### src/rtl/fetch_pkg.sv
// Shared types and constants for the instruction fetch controller and its fetch queue.
package fetch_pkg;

  localparam int unsigned INSTR_W   = 32;
  localparam int unsigned ADDR_W    = 64;
  localparam logic [31:0] NOP_INSTR = 32'h00000013;

  typedef enum logic {
    FETCH = 1'b0,
    HALT  = 1'b1
  } fetch_state_t;

  typedef struct packed {
    logic [ADDR_W-1:0]  pc;
    logic [INSTR_W-1:0] instr;
  } fetch_entry_t;

endpackage

### src/rtl/fetch_queue.sv
// Two-entry fetch FIFO holding {pc, instr} pairs; flush empties it in one cycle.
module fetch_queue
  import fetch_pkg::*;
(
  input  logic         clk,
  input  logic         reset,
  input  logic         push_i,
  input  logic         pop_i,
  input  logic         flush_i,
  input  fetch_entry_t push_data_i,
  output logic         full_o,
  output logic         empty_o,
  output fetch_entry_t head_o
);

  fetch_entry_t entry_q [2];
  logic         rd_ptr_q, wr_ptr_q;
  logic [1:0]   count_q;

  always_ff @(posedge clk) begin
    if (reset || flush_i) begin
      count_q  <= 2'd0;
      rd_ptr_q <= 1'b0;
      wr_ptr_q <= 1'b0;
    end else begin
      if (push_i) wr_ptr_q <= wr_ptr_q + 1'b1;
      if (pop_i)  rd_ptr_q <= rd_ptr_q + 1'b1;
      case ({push_i, pop_i})
        2'b10:   count_q <= count_q + 2'd1;
        2'b01:   count_q <= count_q - 2'd1;
        default: count_q <= count_q;
      endcase
    end
  end

  // Storage carries no reset; validity is tracked entirely by count_q.
  always_ff @(posedge clk) begin
    if (push_i && !flush_i && !reset) entry_q[wr_ptr_q] <= push_data_i;
  end

  assign full_o  = (count_q == 2'd2);
  assign empty_o = (count_q == 2'd0);
  assign head_o  = entry_q[rd_ptr_q];

endmodule

### src/rtl/imem_fetch_controller.sv
// PC / fetch FSM in front of a combinational instruction memory, feeding decode via a 2-entry queue.
// Optional performance counters enabled by defining FETCH_PERF_CNT_EN.
module imem_fetch_controller
  import fetch_pkg::*;
#(
  parameter logic [63:0] RESET_PC   = 64'd0,
  parameter int unsigned IMEM_BYTES = 12,
  parameter int unsigned QDEPTH     = 2
) (
  input  logic        clk,
  input  logic        reset,
  output logic [63:0] imem_addr,
  input  logic [31:0] imem_instr,
  input  logic        redirect_valid,
  input  logic [63:0] redirect_pc,
  input  logic        id_ready,
  output logic        id_valid,
  output logic [31:0] id_instr,
  output logic [63:0] id_pc,
`ifdef FETCH_PERF_CNT_EN
  output logic [31:0] fetch_count,
  output logic [15:0] flush_count,
`endif
  output logic        halted
);

  localparam logic [63:0] IMEM_LIMIT = 64'(IMEM_BYTES);

  fetch_state_t state_q;
  logic [63:0]  pc_q;
  logic         q_full, q_empty;
  fetch_entry_t q_head, q_push_data;
  logic         in_range, dequeue, enqueue;

  assign in_range = (pc_q + 64'd4) <= IMEM_LIMIT;
  assign dequeue  = id_valid && id_ready && !redirect_valid;
  assign enqueue  = (state_q == FETCH) && !redirect_valid && in_range && (!q_full || dequeue);

  assign q_push_data.pc    = pc_q;
  assign q_push_data.instr = imem_instr;

  fetch_queue u_queue (
    .clk         (clk),
    .reset       (reset),
    .push_i      (enqueue),
    .pop_i       (dequeue),
    .flush_i     (redirect_valid),
    .push_data_i (q_push_data),
    .full_o      (q_full),
    .empty_o     (q_empty),
    .head_o      (q_head)
  );

  // Redirect outranks both the end-of-image halt and normal sequential fetch.
  always_ff @(posedge clk) begin
    if (reset) begin
      state_q <= FETCH;
      pc_q    <= RESET_PC;
    end else if (redirect_valid) begin
      state_q <= FETCH;
      pc_q    <= redirect_pc & ~64'd3;
    end else begin
      case (state_q)
        FETCH: begin
          if (enqueue)        pc_q    <= pc_q + 64'd4;
          else if (!in_range) state_q <= HALT;
        end
        default: state_q <= HALT;
      endcase
    end
  end

  assign imem_addr = pc_q;
  assign halted    = (state_q == HALT);
  assign id_valid  = !q_empty;
  assign id_instr  = id_valid ? q_head.instr : NOP_INSTR;
  assign id_pc     = id_valid ? q_head.pc    : 64'd0;

`ifdef FETCH_PERF_CNT_EN
  function automatic logic [31:0] sat_inc32(input logic [31:0] v);
    return (v == '1) ? v : v + 32'd1;
  endfunction

  function automatic logic [15:0] sat_inc16(input logic [15:0] v);
    return (v == '1) ? v : v + 16'd1;
  endfunction

  logic [31:0] fetch_count_q;
  logic [15:0] flush_count_q;

  always_ff @(posedge clk) begin
    if (reset) begin
      fetch_count_q <= 32'd0;
      flush_count_q <= 16'd0;
    end else begin
      if (enqueue)        fetch_count_q <= sat_inc32(fetch_count_q);
      if (redirect_valid) flush_count_q <= sat_inc16(flush_count_q);
    end
  end

  assign fetch_count = fetch_count_q;
  assign flush_count = flush_count_q;
`endif

endmodule

### config.mk
export PLATFORM = sky130hd
export DESIGN_NAME = imem_fetch_controller
export DESIGN_NICKNAME = d
export VERILOG_FILES = /design/src/rtl/fetch_pkg.sv /design/src/rtl/fetch_queue.sv /design/src/rtl/imem_fetch_controller.sv
export SDC_FILE = /design/constraint.sdc
export NUM_CORES = 1
export LEC_CHECK = 0
export BUFFER_PORTS_ARGS = -buffer_cell sky130_fd_sc_hd__buf_2
export CORE_MARGIN = 5
export CORE_UTILIZATION = 35
export CTS_CLUSTER_DIAMETER = 200
export DETAILED_ROUTE_END_ITERATION = 7
export GPL_TIMING_DRIVEN = 0
export PLACE_DENSITY = 0.69
export SLEW_MARGIN = 20
export SYNTH_ARGS = -nofsm -noshare
export SYNTH_HDL_FRONTEND = slang
export SYNTH_SLANG_ARGS = --single-unit
### constraint.sdc
create_clock -name clk -period 9.7 [get_ports clk]
set_input_delay 1.455 -clock clk [delete_from_list [all_inputs] [get_ports clk]]
set_output_delay 1.455 -clock clk [all_outputs]
set_load 0.03 [all_outputs]
* Yosys cells after proc, flatten, opt, wreduce, memory -nomap -nowiden
Memory sizes are Yosys's and may differ from the RTL's. A register that Yosys moved wholly into a read port is not among the register bits. Index checks and enable logic that the tools add are counted.
Operators by class: add/sub/neg operators 5, magnitude comparators 1, eq/ne operators 4, multiplexer cells 13, bitwise gates (word level) 1, reduce and logical (&&, ||, !) cells 19
Operator list (number):
- $mux W64 | 4
- $add A64 B3 Y64 const B | 1
- $le A64 B4 Y1 const B | 1
- $mux W32 | 1
- $logic_and A1 B1 Y1 | 7
- $mux W1 | 7
- $eq A2 B2 Y1 const B | 2
- $logic_not A1 Y1 | 4
- $pmux W2 S2 | 1
- $reduce_and A2 Y1 | 2
- $reduce_bool A2 Y1 | 2
- $add A1 B1 Y1 const B | 2
- $add A2 B1 Y2 const B | 1
- $eq A2 B1 Y1 const B | 1
- $logic_not A2 Y1 | 1
- $logic_or A1 B1 Y1 | 2
- $ne A2 B2 Y1 const B | 1
- $reduce_or A2 Y1 | 1
- $sub A2 B1 Y2 const B | 1
- $not A1 Y1 | 1
Word-level totals: flip-flop bits (word level) 69, memory bits (writable) 192, bits of input ports 100, output and inout port bits 162, memories 1
Memory list:
- u_queue.entry_q | words 2, width 96, rd ports 1, clocked after Yosys merged registers in 1, write ports 1, line fetch_queue.sv:16 | fetch_entry_t entry_q [2];

* Longest topological paths before layout
depth after elaboration 10, mapped depth 12, gate-level depth less buffers 10

* Hierarchy
Synthesis repeated with hierarchy kept, for this count alone.
Second synthesis, totals: cell total of the unflattened synthesis 1030, area total of the unflattened synthesis 12069.1 um^2
By module, submodules not included:
- fetch_queue | instances 1, cells each 322, area each 7151.9 um^2
- imem_fetch_controller | instances 1, cells each 708, area each 4917.2 um^2

* Worst setup path after synthesis
Ideal clock, no wire load.
path type register to register, start register pc_q[7] (netlist: imem_addr[7]), end memory u_queue.entry_q[0][0] (netlist name) (enable), library setup time 662 ps, data arrival time 9672 ps, data required time 9038 ps, path slack -634 ps, cell stages (with the launch flop) 11, path buffers 2, period minus slack after synthesis 10334 ps, cell sequence dfxtp_1 > buf_2 > nand4_2 > or4_4 > or4_1 > a22oi_1 > nand4_1 > or4_4 > or3b_1 > clkbuf_1 > nor3_1
Between the ends: cells in the longest elaborated chain, start to end 8
Ends and longest elaborated chain:
- from (decl) | line imem_fetch_controller.sv:30 | logic [63:0] pc_q;
- from (signal assigned) | line imem_fetch_controller.sv:61 | pc_q <= redirect_pc & ~64'd3;
- from (signal assigned) | line imem_fetch_controller.sv:65 | if (enqueue) pc_q <= pc_q + 64'd4;
- $add A64 B3 Y64 | line imem_fetch_controller.sv:35 | assign in_range = (pc_q + 64'd4) <= IMEM_LIMIT;
- $le A64 B4 Y1 | line imem_fetch_controller.sv:35
- $logic_and A1 B1 Y1 (2 in series) | line imem_fetch_controller.sv:37 | assign enqueue = (state_q == FETCH) && !redirect_valid && in_range && (!q_full || dequeue);
- $logic_and A1 B1 Y1 (2 in series) | line fetch_queue.sv:38 | if (push_i && !flush_i && !reset) entry_q[wr_ptr_q] <= push_data_i;
- $mux W1 | line fetch_queue.sv:38
- $mux W1 (not written as such) | line fetch_queue.sv:38
- to (decl) | line fetch_queue.sv:16
Every way passes these cells.

* Worst setup path in the final report
start register pc_q[15] (netlist: imem_addr[15]), end memory u_queue.entry_q[1][17] (netlist name) (enable)
Same word-level chain as after synthesis.

==> metrics.cfg <==
[run_status]
status = complete, no violations

[synthesis]
yosys.area_share.simple_pct = 13.7
synth-async-reset-ratio_pct = 0
synth-edff-count = 188
ys_ff_latch = 256
seq_area_frac_synth_pct = 64.0
synth_top_family_by_area = simple AND/OR/NAND/NOR gates
yosys.area_share.adder_pct = 0.229
netlist_area_mm2 = 0.0109
synth_xor_area_share_pct = 1.44
yosysUniqueCellTypes = 63
synthMuxAreaShare_pct = 8.87
synth_compound_area_share_pct = 9.02
synth_flop_cell = edfxtp_1
synthCells = 846
synth_area_per_cell_um2 = 12.9
ys.warnings.count = 0

[layout]
stdcell_area_mm2 = 0.0139
mostFrequentLayoutCells = buf_2 (259), edfxtp_1 (188), nor2_1 (105)
final_layout_size_suffix_gt1_share_pct = 30.1
antennaDiodeCount = 0
nNetsFinal = 1259
area_delta_synth_final_pct = 27.3
final_core_util_pct = 45.3
instances_no_fill = 1575
final_common_cell = buf_2

[routing]
drc = 0
firstDrtPassIters = 5
initialDrtViolationCount = 511
ant_nets = 0
num_vias = 8196
vias_per_cell = 5.20
wirelength_um = 30700
drt-wirelength-per-cell_um = 19.5

[worst_setup_path]
critPathKind = flip-flop to flip-flop
crit_path_end_kind = flip-flop
cp.arrival_ns = 6.20
startpoint_type = flip-flop
cp.required_ns = 9.93
crit_fanout = 10

[placed_design]
place.gp.congestion = 0.889
dp_cells = 1523
dp_hpwl_um = 22700
dp_slack_ns = 3.75
port_buffers = 255
placed_cell_area_mm2 = 0.0129

[global_routing]
grt_overflow = 0
grt_first_pass_wirelength_um = 47100
grtUsageTotal_pct = 16.8
grt_start_max_net_pins = 15
antenna_found_initial = 1
grt_pass1_vias = 8116

[timing]
hold_viol_final = 0
setup_ws_ns = 3.73
post-route-period-util_pct = 61.5
finalSetupViolCount = 0
rsz0062_at_grt = no
max-slew-margin-rel_pct = 29.9
period_needed_ns = 5.97
finClkSkew_ns = 0.0194
timing.final.max_slew_violations = 0
fmax_mhz = 168
tightest_slew_ns = 1.05

[floorplanning]
die_h_um = 187
initial_utilization_pct = 35.6
chipWidth_um = 187
core_mm2 = 0.0307
rows = 64
die_area_mm2 = 0.0349
ioPinCount = 262

[min_path]
hold_path_class = flip-flop to flip-flop

[clock_network]
cts_tree = done
cts_buffers = 28
clk_path_buf_depth = 3
htree_levels = 1
cts.clk_slew.worst_paths_ns = 0.06
cts-resized-gates = 0
cts_setup_buffers = 0
cts_root_buf = clkbuf_16
clock-sinks = 256
postCtsHoldBufs = 0
clock_latency_ns = 0.54

[power]
total_leakage_power_uw = 0.00528
ir_drop_uv = 129
p_per_area_mw_per_mm2 = 178
finalPower_uw = 2490

[run]
maxCapViolCount = 0

[critical path, stage by stage (launching register included)]
cell and delay [ns]:
dfxtp_1 0.37, clkbuf_1 0.33, and3_1 0.34, nand4_1 0.30
clkbuf_1 0.32, nor4_1 0.54, and4b_1 0.27, o22ai_1 0.11
or4_4 0.57, or3b_1 0.39, clkbuf_1 0.22, nor3_2 0.32
buf_4 0.26, buf_4 0.22, buf_4 0.22, buf_4 0.22
buf_4 0.22, buf_4 0.22, buf_4 0.21
[state kept, by name, indices dropped and copies added (netlist names), named ones only]
signal and flops:
u_queue.rd_ptr_q 1, u_queue.count_q 2, u_queue.wr_ptr_q 1, halted 1, u_queue.entry_q 188, imem_addr 62
[cell families after synthesis]
logic type	after synthesis
fa+ha+maj	2
mux	97
other cells	1
simple gates	288
flops	256
xor+xnor	18
compound gates	123
buf+inv	61
[layout make-up]
cell class	instances	area, µm²
clock buffer	39	868
timing repair buffer	278	1470
multi-input combinational	532	3670
clock inverter	13	136
buffer	53	264
tap	396	495
fill	2892	16800
inverter	8	30.0
sequential	256	7010
[path summary, 6_finish.rpt]
kind                  from                      to  slack [ns]  depth (start not counted)
max          imem_addr[15]  u_queue.entry_q[1][17]        3.73                         18
min reg2reg  imem_addr[26]  u_queue.entry_q[0][58]        0.47                          0
min          imem_addr[26]  u_queue.entry_q[0][58]        0.47                          0
max reg2reg  imem_addr[15]  u_queue.entry_q[1][17]        3.73                         18
[cell usage after synthesis, types with 6 or more instances]
cell type,number,share of area [%]
and4_1,13,1.0
nor4_1,21,1.2
xor2_1,9,0.72
edfxtp_1,188,52
a31oi_1,7,0.40
nand4_1,22,1.3
a21oi_1,6,0.27
mux2i_1,97,8.9
o21ai_0,8,0.37
xnor2_1,9,0.72
inv_1,8,0.27
or2_2,6,0.34
a22o_1,61,4.9
buf_6,6,0.62
buf_1,8,0.27
nor2_1,105,3.6
nor3_1,18,0.82
or3_1,11,0.63
nand2_1,29,0.99
and3_1,11,0.63
dfxtp_1,68,12
or4_1,6,0.41
nand3_1,29,1.3
clkbuf_1,31,1.1
[through the flow]
stage	TNS, ns	hold slack (ns)
after floorplan	-119.12	0.472
after global placement	-948.23	0.451
after detailed placement	0	0.460
after CTS	0	0.471
after global routing	0	0.494
final	0	0.472
[routing by layer]
layer / GRT usage [%] / vias to the layer above / routed length [µm]
met4: 3.27 / 0 / 511
li1: - / 3905 / -
met3: 3.45 / 44 / 2360
met5: 0 / - / 0
met1: 22.6 / 3920 / 13100
met2: 28.5 / 327 / 14700
[power breakdown]
group          internal (µW)  total, µW  switching [µW]  leakage, µW
Sequential              1190       1230            38.7      0.00223
Combinational           56.6        141            83.9      0.00255
Clock                    682       1120             436     0.000495
Power figures use the tool's default switching activity.
